## src/rtl/stopwatch_lap_ctrl_if.sv

```systemverilog
// stopwatch_lap_ctrl_if
//   Bundles the button requests, live counter digits and the controller
//   outputs of stopwatch_lap_ctrl.
//   master : drives ststop_p, lap_p, clear_p, live_bcd; observes outputs.
//   slave  : the controller; observes requests, drives run, cnt_clr,
//            disp_bcd, recall, lap_sel, lap_count.
interface stopwatch_lap_ctrl_if #(
  parameter int DEPTH = 4
);
  localparam int AW = $clog2(DEPTH);

  logic          ststop_p;
  logic          lap_p;
  logic          clear_p;
  logic [15:0]   live_bcd;
  logic          run;
  logic          cnt_clr;
  logic [15:0]   disp_bcd;
  logic          recall;
  logic [AW-1:0] lap_sel;
  logic [AW:0]   lap_count;

  modport master (
    output ststop_p, lap_p, clear_p, live_bcd,
    input  run, cnt_clr, disp_bcd, recall, lap_sel, lap_count
  );

  modport slave (
    input  ststop_p, lap_p, clear_p, live_bcd,
    output run, cnt_clr, disp_bcd, recall, lap_sel, lap_count
  );
endinterface

```

## src/rtl/stopwatch_lap_ctrl.sv

```systemverilog
// stopwatch_lap_ctrl
//   Mode controller for the stopwatch: sequences start/stop/clear of the BCD
//   counter, captures lap times into a circular buffer of DEPTH entries and
//   recalls them onto the display while paused.
// Ports:
//   clk    : 1 kHz clock
//   reset  : synchronous, active-low
//   bus    : stopwatch_lap_ctrl_if.slave (requests in, run/cnt_clr/disp_bcd/
//            recall/lap_sel/lap_count out, all registered)
// Parameters: DEPTH (power of two, 2..16), HOLD_CYCLES (hold feature only).
// Optional feature macro: STOPWATCH_LAP_HOLD_EN -- freshly captured lap is held
//   on the display for HOLD_CYCLES cycles while running.
module stopwatch_lap_ctrl #(
  parameter int DEPTH       = 4,
  parameter int HOLD_CYCLES = 2000
) (
  input  logic                 clk,
  input  logic                 reset,
  stopwatch_lap_ctrl_if.slave  bus
);
  localparam int AW = $clog2(DEPTH);
  localparam int CW = AW + 1;

  generate
    if ((DEPTH < 2) || (DEPTH > 16) || ((DEPTH & (DEPTH - 1)) != 0) ||
        (HOLD_CYCLES < 1)) begin : g_bad_param
      $error("stopwatch_lap_ctrl: illegal DEPTH or HOLD_CYCLES");
    end
  endgenerate

  typedef enum logic [1:0] {IDLE, RUN, PAUSE, RECALL} state_t;

  state_t        state_q, state_n;
  logic          run_q, cnt_clr_q, recall_q;
  logic [15:0]   disp_q, disp_n;
  logic [AW-1:0] sel_q, sel_n;
  logic [CW-1:0] count_q;
  logic [AW-1:0] wr_ptr_q, rd_org_q, rd_idx;
  logic [15:0]   mem [DEPTH];
  logic          do_clear, do_capture;
  logic          full, last;

  assign full   = (count_q == CW'(DEPTH));
  assign last   = ((CW'(sel_q) + CW'(1)) == count_q);
  // Entries are addressed relative to the oldest; the AW-bit add wraps.
  assign rd_idx = rd_org_q + sel_q;

  // Single-request decode: clear > start/stop > lap, illegal ones dropped.
  always_comb begin
    state_n    = state_q;
    sel_n      = sel_q;
    do_clear   = 1'b0;
    do_capture = 1'b0;
    unique case (state_q)
      IDLE: begin
        if (bus.clear_p)       do_clear = 1'b1;
        else if (bus.ststop_p) state_n  = RUN;
      end
      RUN: begin
        if (bus.ststop_p)   state_n    = PAUSE;
        else if (bus.lap_p) do_capture = 1'b1;
      end
      PAUSE: begin
        if (bus.clear_p) begin
          state_n  = IDLE;
          do_clear = 1'b1;
        end else if (bus.ststop_p) begin
          state_n = RUN;
        end else if (bus.lap_p && (count_q != '0)) begin
          state_n = RECALL;
          sel_n   = '0;
        end
      end
      RECALL: begin
        if (bus.clear_p) begin
          state_n  = IDLE;
          do_clear = 1'b1;
        end else if (bus.ststop_p) begin
          state_n = RUN;
        end else if (bus.lap_p) begin
          if (last) state_n = PAUSE;
          else      sel_n   = sel_q + 1'b1;
        end
      end
    endcase
    if (state_n != RECALL) sel_n = '0;
  end

`ifdef STOPWATCH_LAP_HOLD_EN
  localparam int HW = $clog2(HOLD_CYCLES + 1);
  logic [HW-1:0] hold_cnt_q;
  logic [15:0]   hold_val_q;

  always_ff @(posedge clk) begin
    if (!reset) begin
      hold_cnt_q <= '0;
      hold_val_q <= '0;
    end else if (do_capture) begin
      hold_cnt_q <= HW'(HOLD_CYCLES);
      hold_val_q <= bus.live_bcd;
    end else if (state_n != RUN) begin
      hold_cnt_q <= '0;
    end else if (hold_cnt_q != '0) begin
      hold_cnt_q <= hold_cnt_q - 1'b1;
    end
  end
`endif

  // Display is driven from the current (registered) state, giving one cycle
  // of latency from both state and lap_sel changes.
  always_comb begin
    disp_n = bus.live_bcd;
    if (state_q == RECALL) disp_n = mem[rd_idx];
`ifdef STOPWATCH_LAP_HOLD_EN
    else if ((state_q == RUN) && (hold_cnt_q != '0)) disp_n = hold_val_q;
`endif
  end

  always_ff @(posedge clk) begin
    if (!reset) begin
      state_q   <= IDLE;
      run_q     <= 1'b0;
      cnt_clr_q <= 1'b0;
      recall_q  <= 1'b0;
      disp_q    <= '0;
      sel_q     <= '0;
      count_q   <= '0;
      wr_ptr_q  <= '0;
      rd_org_q  <= '0;
    end else begin
      state_q   <= state_n;
      run_q     <= (state_n == RUN);
      recall_q  <= (state_n == RECALL);
      cnt_clr_q <= do_clear;
      disp_q    <= disp_n;
      sel_q     <= sel_n;
      if (do_clear) begin
        count_q  <= '0;
        wr_ptr_q <= '0;
        rd_org_q <= '0;
      end else if (do_capture) begin
        wr_ptr_q <= wr_ptr_q + 1'b1;
        if (full) rd_org_q <= rd_org_q + 1'b1;
        else      count_q  <= count_q + 1'b1;
      end
    end
  end

  // Lap storage has no reset; emptying only resets count and pointers.
  always_ff @(posedge clk) begin
    if (reset && do_capture) mem[wr_ptr_q] <= bus.live_bcd;
  end

  assign bus.run       = run_q;
  assign bus.cnt_clr   = cnt_clr_q;
  assign bus.recall    = recall_q;
  assign bus.disp_bcd  = disp_q;
  assign bus.lap_sel   = sel_q;
  assign bus.lap_count = count_q;
endmodule

```

## src/flat_wrapper.sv

```systemverilog
// flat-port wrapper written by rule: the top's interface ports become plain ports
module stopwatch_lap_ctrl_flat 
#(
  parameter int DEPTH       = 4,
  parameter int HOLD_CYCLES = 2000
)
  (clk, reset, bus_ststop_p, bus_lap_p, bus_clear_p, bus_live_bcd, bus_run, bus_cnt_clr, bus_disp_bcd, bus_recall, bus_lap_sel, bus_lap_count);
  stopwatch_lap_ctrl_if #(.DEPTH(DEPTH)) bus_i ();
  input  logic clk;
  input  logic reset;
  input wire logic [$bits(bus_i.ststop_p)-1:0] bus_ststop_p;
  input wire logic [$bits(bus_i.lap_p)-1:0] bus_lap_p;
  input wire logic [$bits(bus_i.clear_p)-1:0] bus_clear_p;
  input wire logic [$bits(bus_i.live_bcd)-1:0] bus_live_bcd;
  output wire logic [$bits(bus_i.run)-1:0] bus_run;
  output wire logic [$bits(bus_i.cnt_clr)-1:0] bus_cnt_clr;
  output wire logic [$bits(bus_i.disp_bcd)-1:0] bus_disp_bcd;
  output wire logic [$bits(bus_i.recall)-1:0] bus_recall;
  output wire logic [$bits(bus_i.lap_sel)-1:0] bus_lap_sel;
  output wire logic [$bits(bus_i.lap_count)-1:0] bus_lap_count;
  assign bus_i.ststop_p = bus_ststop_p;
  assign bus_i.lap_p = bus_lap_p;
  assign bus_i.clear_p = bus_clear_p;
  assign bus_i.live_bcd = bus_live_bcd;
  assign bus_run = bus_i.run;
  assign bus_cnt_clr = bus_i.cnt_clr;
  assign bus_disp_bcd = bus_i.disp_bcd;
  assign bus_recall = bus_i.recall;
  assign bus_lap_sel = bus_i.lap_sel;
  assign bus_lap_count = bus_i.lap_count;
  stopwatch_lap_ctrl #(.DEPTH(DEPTH), .HOLD_CYCLES(HOLD_CYCLES)) u_core (.clk(clk), .reset(reset), .bus(bus_i));
endmodule
```

## config.mk

```make
export PLATFORM = sky130hd
export DESIGN_NAME = stopwatch_lap_ctrl_flat
export DESIGN_NICKNAME = d
export VERILOG_FILES = /design/src/rtl/stopwatch_lap_ctrl_if.sv /design/src/rtl/stopwatch_lap_ctrl.sv /design/src/flat_wrapper.sv
export SDC_FILE = /design/constraint.sdc
export NUM_CORES = 1
export LEC_CHECK = 0
export CORE_MARGIN = 2
export CORE_UTILIZATION = 55
export DETAILED_ROUTE_END_ITERATION = 8
export PLACE_DENSITY_LB_ADDON = 0.15
export SKIP_CTS_REPAIR_TIMING = 1
export SLEW_MARGIN = 20
export SYNTH_ARGS = -nofsm -noshare
export SYNTH_HDL_FRONTEND = slang
export SYNTH_SLANG_ARGS = --single-unit
```

## constraint.sdc

```tcl
create_clock -name clk -period 2.4 [get_ports clk]
set_input_delay 0.36 -clock clk [delete_from_list [all_inputs] [get_ports clk]]
set_output_delay 0.36 -clock clk [all_outputs]
set_load 0.01 [all_outputs]
```

==> impl_metrics.py, run 1 <==
metrics = {
    "outcome": {
        "outcome": "finished, final reports clean",
    },
    "sta": {
        "fin_crit_ps": 2031,
        "clock_skew_ps": 7.419,
        "finalSetupViolations": 0,
        "setup_tns_ps": 0,
        "hold_violations": 0,
        "fin_crit_sh_pct": 84.61,
        "maxSlewHeadroom_pct": 52.64,
        "max_freq_mhz": 492.4,
        "worst_pin_slew_ps": 708.6,
        "rsz0062_at_grt": "false",
        "maxSlewViolCount": 0,
    },
    "routing": {
        "drt-vias-per-instance": 5.600,
        "wl_um": 6509,
        "drtAntennaViolNets": 0,
        "first_pass_iters": 4,
        "wire_per_inst_um": 16.91,
        "drc": 0,
        "num_vias": 2156,
        "first_iter_violations": 91,
    },
    "cts": {
        "cts_max_level": 3,
        "clk_latency_ps": 350,
        "ctsLongestPathBuffers": 2,
        "clkTransAtPathRegs_ps": 80,
        "cts_buffers": 9,
        "cts.sink_count": 94,
        "cts_tree": "done",
        "root_buffer": "clkbuf_8",
    },
    "final_layout": {
        "nets": 333,
        "num-fill-cells": 452,
        "final_util_pct": 69.36,
        "diodes": 0,
        "stdcell_count": 385,
        "areaGrowthSynthToFinish_pct": 20.74,
        "drive_gt1_share_pct": 8.766,
    },
    "critical_path": {
        "endpoint_kind": "register",
        "crit_buf_inv": 1,
        "crit_chain": "ha_1 > xor2_1 > xnor2_4 > buf_12 > mux2i_1 > o221ai_1",
        "critPathSlowestCell": "dfxtp_1",
        "path_class": "reg2reg",
        "startpoint_type": "register",
        "critPathArrivalTime_ps": 2260,
        "slowest_delay_ps": 460,
        "cp.depth": 6,
        "cp.required_ps": 2630,
        "path_delay_family": "XOR/XNOR gates",
        "r2r_cells": 6,
        "crit_fanout": 23,
    },
    "place": {
        "placed_cells": 370,
        "port_buffers": 44,
        "place_congestion": 0.7334,
        "dp.final_hpwl_um": 4273,
    },
    "synthesis": {
        "yosys.area.top_type_share_pct": 52.39,
        "post-synth-top-area-cell": "edfxtp_1",
        "synth.most_common_cell": "edfxtp_1",
        "synth_edf_count": 64,
        "ys_ff_latch": 94,
        "syn_inst": 250,
        "synth_area_um2": 3669,
        "synthTopCellsByArea": "edfxtp_1 52%, dfxtp_1 16%, mux2i_1 9.0%",
        "synth_warnings": 0,
        "syn_avg_cell_area_um2": 14.67,
        "ys_types": 32,
        "async_reset_ff_share_pct": 0,
        "ys.flop_type": "edfxtp_1",
        "yosys-top-cells-count": "64 x edfxtp_1, 33 x mux2i_1, 30 x dfxtp_1",
        "syn_nets": 279,
        "synth_seq_area_share_pct": 68.76,
    },
    "floorplan": {
        "num_io_pins": 45,
        "fp.dieArea_um2": 7339,
        "rows": 29,
        "start_util_pct": 57.45,
        "fp.dieW_um": 85.67,
        "core_area_um2": 6386,
        "die_y_um": 85.67,
    },
    "worst_hold_path": {
        "hold_class": "reg2reg",
        "min_path_cells": 2,
    },
    "global_route": {
        "grt_pass1_wl_um": 10460,
        "grt_pass1_vias": 2100,
        "grt_usage_pct": 19.11,
        "grt-ovfl-total": 0,
        "grt_max_degree": 24,
        "antenna_found_initial": 0,
    },
    "power": {
        "vdd_drop_max_mv": 0.4779,
        "total_power_mw": 2.890,
        "p_per_area_nw_per_um2": 652.5,
        "leakagePower_nw": 1.803,
    },
    "run": {
        "cap_viol_max_count": 0,
    },
}
## layout by cell type, fill, tap and decap left out, types with 3 or more instances in the layout
master           instances
a21oi_1                  6
and3_1                   5
buf_4                   10
clkbuf_8                10
clkdlybuf4s50_1         44
dfxtp_1                 30
edfxtp_1                64
ha_1                     8
inv_1                    7
mux2i_1                 33
nand2_1                  9
nand2b_1                 3
nand3_1                 19
nand4_1                  5
nor2_1                  11
o221ai_1                16
xnor2_1                  3
xor2_1                   5
## sequential cells by signal, summed over array words and instances, names as in the netlist, 2 cells and up
| register | flops |
|---|---|
| u_core.wr_ptr_q | 2 |
| u_core.bus.lap_count | 3 |
| u_core.mem | 64 |
| u_core.bus.disp_bcd | 16 |
| u_core.state_q | 2 |
| u_core.bus.lap_sel | 2 |
| u_core.rd_org_q | 2 |
## worst min-delay path, stage by stage, from the launching register on
cell and delay [ps]:
dfxtp_1 360, nand2_1 80, a21oi_1 60
## metal layers
metal / global-route usage (%) / vias up / wire length [um]
met2: 31.39 / 33 / 3267
met1: 24.56 / 1060 / 2941
li1: - / 1057 / -
met4: 4.762 / 0 / 63
met3: 6.641 / 6 / 237
met5: 0 / - / 0
## power breakdown
| group | leakage, nW | switching [mW] | internal, mW |
|---|---|---|---|
| Sequential | 0.822 | 0.00941 | 1.75 |
| Clock | 0.0968 | 0.489 | 0.501 |
| Combinational | 0.884 | 0.0656 | 0.0789 |
| Total | 1.80 | 0.564 | 2.33 |
## layout make-up
class / count / area [um2] / area share, %
well taps: 77 / 96.34 / 2.175
multi-input cells: 137 / 1060 / 23.93
clock inverters: 4 / 47.55 / 1.073
clock buffers: 11 / 141.4 / 3.192
repair buffers: 55 / 535.5 / 12.09
flip-flops and latches: 94 / 2522 / 56.95
inverters: 7 / 26.28 / 0.5932
## worst paths after layout
check                                              from                 endpoint  slack [ps]
worst max-delay path              u_core.bus.lap_sel[0]   u_core.bus.disp_bcd[5]         370
worst min-delay path            u_core.bus.lap_count[1]  u_core.bus.lap_count[1]         540
worst min register to register  u_core.bus.lap_count[1]  u_core.bus.lap_count[1]         540
worst max register to register    u_core.bus.lap_sel[0]   u_core.bus.disp_bcd[5]         370
## logic make-up after synthesis
| kind of cell | count (synthesis) | synth area share, % |
|---|---|---|
| DFF | 94 | 68.76 |
| AOI/OAI and AO/OA | 27 | 5.866 |
| muxes | 33 | 9.004 |
| xor gates and xnor gates | 9 | 2.354 |
| and+or+nand+nor | 60 | 8.629 |
| buffers and inverters | 19 | 2.660 |
| adders and majority gates | 8 | 2.729 |
## per-stage QoR
step / hold slack (ps) / setup WS (ps) / instance area [um2]
CTS: 547.3 / 346.9 / 4429
global placement: 511.6 / 379.1 / 4240
finish: 540.4 / 369.3 / 4429
floorplan: 458.9 / 547.4 / 3669
detailed placement: 534.7 / 318.8 / 4240
global route: 579.6 / 212.3 / 4429
(Power assumes the default switching activity.)
==> run 2, diff against run 1 <==
clock period = 1.9 ns   (was 2.4 ns; I/O delays follow)
==> run 2 against run 1 <==
  * First-iteration DRC count grew 41%
  * Clock power grew 47%
  * Non-clock buffer count grew 9
  * Routed wire length grew 5.1%
  * Maximum frequency grew 18%
  * Sequential cell count is the same
  * Largest power group unchanged
==> impl_metrics.py, run 2 (synthesis results as in run 1) <==
metrics = {
    "outcome": {
        "outcome": "finished, final reports clean",
    },
    "worst_hold_path": {
        "hold_class": "reg2reg",
    },
    "floorplan": {
        "die_y_um": 85.67,
        "core_area_um2": 6386,
        "fp.dieArea_um2": 7339,
        "start_util_pct": 57.45,
        "fp.dieW_um": 85.67,
        "rows": 29,
        "num_io_pins": 45,
    },
    "global_route": {
        "antenna_found_initial": 0,
        "grt_usage_pct": 20.84,
        "grt-ovfl-total": 0,
        "grt_pass1_vias": 2251,
        "grt_pass1_wl_um": 11250,
        "grt_max_degree": 21,
    },
    "critical_path": {
        "critPathArrivalTime_ps": 1980,
        "path_class": "reg2reg",
        "ff2ff_setup_slack_ps": 180,
        "endpoint_kind": "register",
        "crit_fanout": 5,
        "cp.required_ps": 2160,
        "startpoint_type": "register",
    },
    "routing": {
        "wl_um": 6842,
        "first_iter_violations": 128,
        "wire_per_inst_um": 17.32,
        "drtAntennaViolNets": 0,
        "drt-vias-per-instance": 5.630,
        "first_pass_iters": 4,
        "drc": 0,
        "num_vias": 2224,
    },
    "place": {
        "placedInstanceArea_um2": 4358,
        "preCtsSetupSlack_ps": -5.034,
        "place_congestion": 0.7474,
        "dp.final_hpwl_um": 4413,
        "port_buffers": 44,
        "placed_cells": 379,
    },
    "sta": {
        "rsz0062_at_grt": "false",
        "fin_crit_ps": 1723,
        "clock_skew_ps": 9.388,
        "hold_violations": 0,
        "fin_ws_ps": 177.0,
        "maxSlewViolCount": 0,
        "finalSetupViolations": 0,
        "max_freq_mhz": 580.4,
        "maxSlewHeadroom_pct": 77.78,
        "worst_pin_slew_ps": 329.0,
        "setup_tns_ps": 0,
        "fin_crit_sh_pct": 90.68,
        "whs_ps": 552.8,
    },
    "final_layout": {
        "areaGrowthSynthToFinish_pct": 25.17,
        "final_common_cell": "edfxtp_1",
        "mostFrequentLayoutCells": "64 x edfxtp_1, 44 x clkdlybuf4s50_1, 33 x mux2i_1",
        "num-fill-cells": 448,
        "stdcell_count": 395,
        "top_register": "u_core.mem",
        "diodes": 0,
        "final_util_pct": 71.90,
        "largest_reg_flops": 64,
        "fin_area_um2": 4592,
        "drive_gt1_share_pct": 12.58,
        "nets": 342,
    },
    "power": {
        "vdd_drop_max_mv": 0.5624,
        "seqPwrFrac_pct": 57.3,
        "p_per_area_nw_per_um2": 841.6,
        "swShare_pct": 20.82,
        "p_int_mw": 3.060,
        "p_clk_share_pct": 37.7,
        "pwr-share-comb_pct": 5.0,
        "switchingPower_mw": 0.8048,
        "leakagePower_nw": 1.873,
        "total_power_mw": 3.864,
    },
    "cts": {
        "cts.sink_count": 94,
        "cts_max_level": 3,
        "cts_buffers": 9,
        "ctsLongestPathBuffers": 2,
        "clkTransAtPathRegs_ps": 90,
        "clk_latency_ps": 360,
        "root_buffer": "clkbuf_8",
        "cts_tree": "done",
    },
    "run": {
        "cap_viol_max_count": 0,
    },
}
## run 2: cell types whose count changed in the layout (fill, tap and decap cells not counted), sizes merged
cell | before | now
buf | 11 | 20
clkbuf | 11 | 9
bufinv | 1 | 2
clkinv | 3 | 4
inv | 7 | 8
## run 2: final timing paths
path / from / endpoint / cells past startpoint
worst max-delay path: u_core.bus.lap_sel[1] / u_core.bus.lap_sel[0] / 6
worst min-delay path: u_core.bus.lap_sel[1] / u_core.bus.lap_sel[1] / 2
worst max register to register: u_core.bus.lap_sel[1] / u_core.bus.lap_sel[0] / 6
worst min register to register: u_core.bus.lap_sel[1] / u_core.bus.lap_sel[1] / 2
## run 2: routing by layer
layer | track usage (%) | share of wire [%] | vias up
li1 | - | - | 1075
met1 | 28.24 | 45 | 1085
met2 | 31.68 | 49 | 50
met3 | 5.101 | 4.4 | 14
met4 | 10.39 | 1.9 | 0
met5 | 0 | 0 | -
## run 2: power groups by stage
stage,combinational (mW),sequential (mW),clock [mW]
4_1_cts,0.195,2.22,1.48
5_1_grt,0.211,2.22,1.57
2_1_floorplan,0.0548,2.27,0
6_report,0.193,2.22,1.46
3_5_place_dp,0.194,2.26,0
3_3_place_gp,0.190,2.26,0
## run 2: cell type report
cell class / count / area (um2) / share of cell area [%]
flip-flops and latches: 94 / 2524 / 54.96
multi-input cells: 137 / 1067 / 23.24
repair buffers: 64 / 656.9 / 14.31
clock buffers: 9 / 123.9 / 2.698
clock inverters: 7 / 97.59 / 2.125
well taps: 77 / 96.34 / 2.098
inverters: 7 / 26.28 / 0.5722
## run 2: worst max-delay path, stage by stage (launching register included)
cell and delay, ps:
dfxtp_2 400, ha_1 270, xor2_1 170, o31ai_2 330, mux2i_1 220, a2bb2oi_1 180, nor2_1 50
==> run 3, diff against run 2 <==
ABC_CLOCK_PERIOD_IN_PS = 1900   (was not set)
CORE_UTILIZATION = 40   (was 55)
==> run 3 against run 2 <==
  * Register-to-register slack lost 60 ps
  * Sequential power is essentially flat
  * Cell count grew 8.9%
  * Combinational power is essentially flat
  * Clock skew grew 0.94 ps
  * Via count shrank 2.6%
  * Non-clock buffer count grew 4
  * Largest cell class unchanged
  * Highest routed layer unchanged
==> impl_metrics.py, run 3 (synthesis results as in run 1) <==
metrics = {
    "outcome": {
        "outcome": "finished, final reports clean",
    },
    "critical_path": {
        "crit_fanout": 5,
        "slowest_delay_ps": 450,
        "crit_buf_inv": 0,
        "cp.required_ps": 2160,
        "crit_chain": "ha_1 > xor2_1 > o31ai_2 > mux2i_1 > a2bb2oi_1 > nor2_1",
        "endpoint_kind": "register",
        "critPathSlowestCell": "dfxtp_1",
        "cp.depth": 6,
        "critPathArrivalTime_ps": 2040,
        "path_delay_family": "compound AO/OA/AOI/OAI gates",
        "path_class": "reg2reg",
        "startpoint_type": "register",
        "ff2ff_setup_slack_ps": 120,
        "r2r_cells": 6,
    },
    "sta": {
        "maxSlewViolCount": 0,
        "clock_skew_ps": 10.33,
        "fin_crit_ps": 1780,
        "fin_crit_sh_pct": 93.68,
        "worst_pin_slew_ps": 324.7,
        "hold_violations": 0,
        "finalSetupViolations": 0,
        "rsz0062_at_grt": "true",
        "max_freq_mhz": 561.8,
        "maxSlewHeadroom_pct": 78.22,
    },
    "final_layout": {
        "largest_reg_flops": 64,
        "nets": 346,
        "drive_gt1_share_pct": 13.04,
        "mostFrequentLayoutCells": "64 x edfxtp_1, 44 x clkdlybuf4s50_1, 33 x mux2i_1",
        "areaGrowthSynthToFinish_pct": 25.75,
        "final_util_pct": 52.39,
        "diodes": 0,
        "final_common_cell": "edfxtp_1",
        "top_register": "u_core.mem",
        "num-fill-cells": 771,
        "fin_area_um2": 4613,
    },
    "cts": {
        "cts_max_level": 3,
        "clkTransAtPathRegs_ps": 90,
        "ctsLongestPathBuffers": 2,
        "cts_buffers": 9,
        "cts_tree": "done",
        "cts.sink_count": 94,
        "root_buffer": "clkbuf_8",
        "clk_latency_ps": 360,
    },
    "routing": {
        "wire_per_inst_um": 16.54,
        "num_vias": 2166,
        "first_pass_iters": 4,
        "drt-vias-per-instance": 5.037,
        "wl_met1_um": 3408,
        "drc": 0,
        "top_layer": "met4",
        "drtAntennaViolNets": 0,
        "wl_um": 7112,
        "dr_wl_met2_um": 3373,
        "first_iter_violations": 85,
        "route.met3.wl_um": 198,
    },
    "global_route": {
        "grt_pass1_vias": 2164,
        "grt_usage_pct": 15.57,
        "antenna_found_initial": 0,
        "grt_max_degree": 19,
        "grt-ovfl-total": 0,
        "grt_pass1_wl_um": 11460,
    },
    "place": {
        "dp.final_hpwl_um": 4822,
        "placedInstanceArea_um2": 4389,
        "port_buffers": 44,
        "place_congestion": 0.7954,
    },
    "floorplan": {
        "start_util_pct": 41.66,
        "num_io_pins": 45,
        "rows": 34,
        "die_y_um": 99.77,
        "fp.dieArea_um2": 9953,
        "core_area_um2": 8806,
        "fp.dieW_um": 99.77,
    },
    "power": {
        "pwr-share-comb_pct": 5.0,
        "swShare_pct": 20.69,
        "leakagePower_nw": 1.879,
        "vdd_drop_max_mv": 0.3944,
        "switchingPower_mw": 0.7979,
        "total_power_mw": 3.856,
        "p_clk_share_pct": 37.6,
        "p_per_area_nw_per_um2": 835.9,
        "p_int_mw": 3.058,
        "seqPwrFrac_pct": 57.5,
    },
    "run": {
        "cap_viol_max_count": 0,
    },
    "worst_hold_path": {
        "min_path_cells": 2,
        "hold_class": "reg2reg",
    },
}
## run 3: power groups by stage
stage,clock network [mW],registers [mW],logic (mW)
floorplan,0,2.27,0.0548
global placement,0,2.26,0.193
detailed placement,0,2.26,0.195
CTS,1.48,2.22,0.196
global route,1.57,2.22,0.211
finish,1.45,2.22,0.193
## run 3: worst reg2reg max path, delay by kind of cell (launching register included)
| family | cells | cell delay, ps |
|---|---|---|
| AO/OA/AOI/OAI | 2 | 490 |
| flip-flops | 1 | 450 |
| adder cells (fa/ha/maj) | 1 | 300 |
| multiplexers | 1 | 230 |
| XOR/XNOR | 1 | 170 |
| AND/OR/NAND/NOR | 1 | 50 |
## run 3: routing by layer
metal | vias to the layer above | track usage, %
li1 | 1076 | -
met1 | 1047 | 20.83
met2 | 33 | 24.53
met3 | 10 | 3.725
met4 | 0 | 6.322
met5 | - | 0
## run 3: layout make-up
class                      count  area (um2)  share of cell area [%]
sequential                    94        2522                   54.68
multi-input combinational    137        1067                   23.14
timing repair buffer          68       645.6                   14.00
tap                          108       135.1                   2.929
clock buffer                  11       131.4                   2.848
clock inverter                 5       85.08                   1.844
inverter                       7       26.28                  0.5696
## run 3: stage by stage
step / worst slack (ps) / std cells / TNS, ps / hold slack [ps]
6_report: 120.0 / 430 / 0 / 539.4
4_1_cts: 64.46 / 430 / 0 / 548.0
3_3_place_gp: 76.70 / 414 / 0 / 524.1
3_5_place_dp: 58.69 / 414 / 0 / 535.1
2_1_floorplan: 47.40 / 250 / 0 / 383.9
5_1_grt: -28.60 / 430 / -28.60 / 570.9
## run 3: path summary, 6_finish.rpt
kind	start	end
worst min register to register	u_core.bus.lap_count[1]	u_core.bus.lap_count[1]
worst max register to register	u_core.bus.lap_sel[1]	u_core.bus.lap_sel[0]
worst max-delay path	u_core.bus.lap_sel[1]	u_core.bus.lap_sel[0]
worst min-delay path	u_core.bus.lap_count[1]	u_core.bus.lap_count[1]
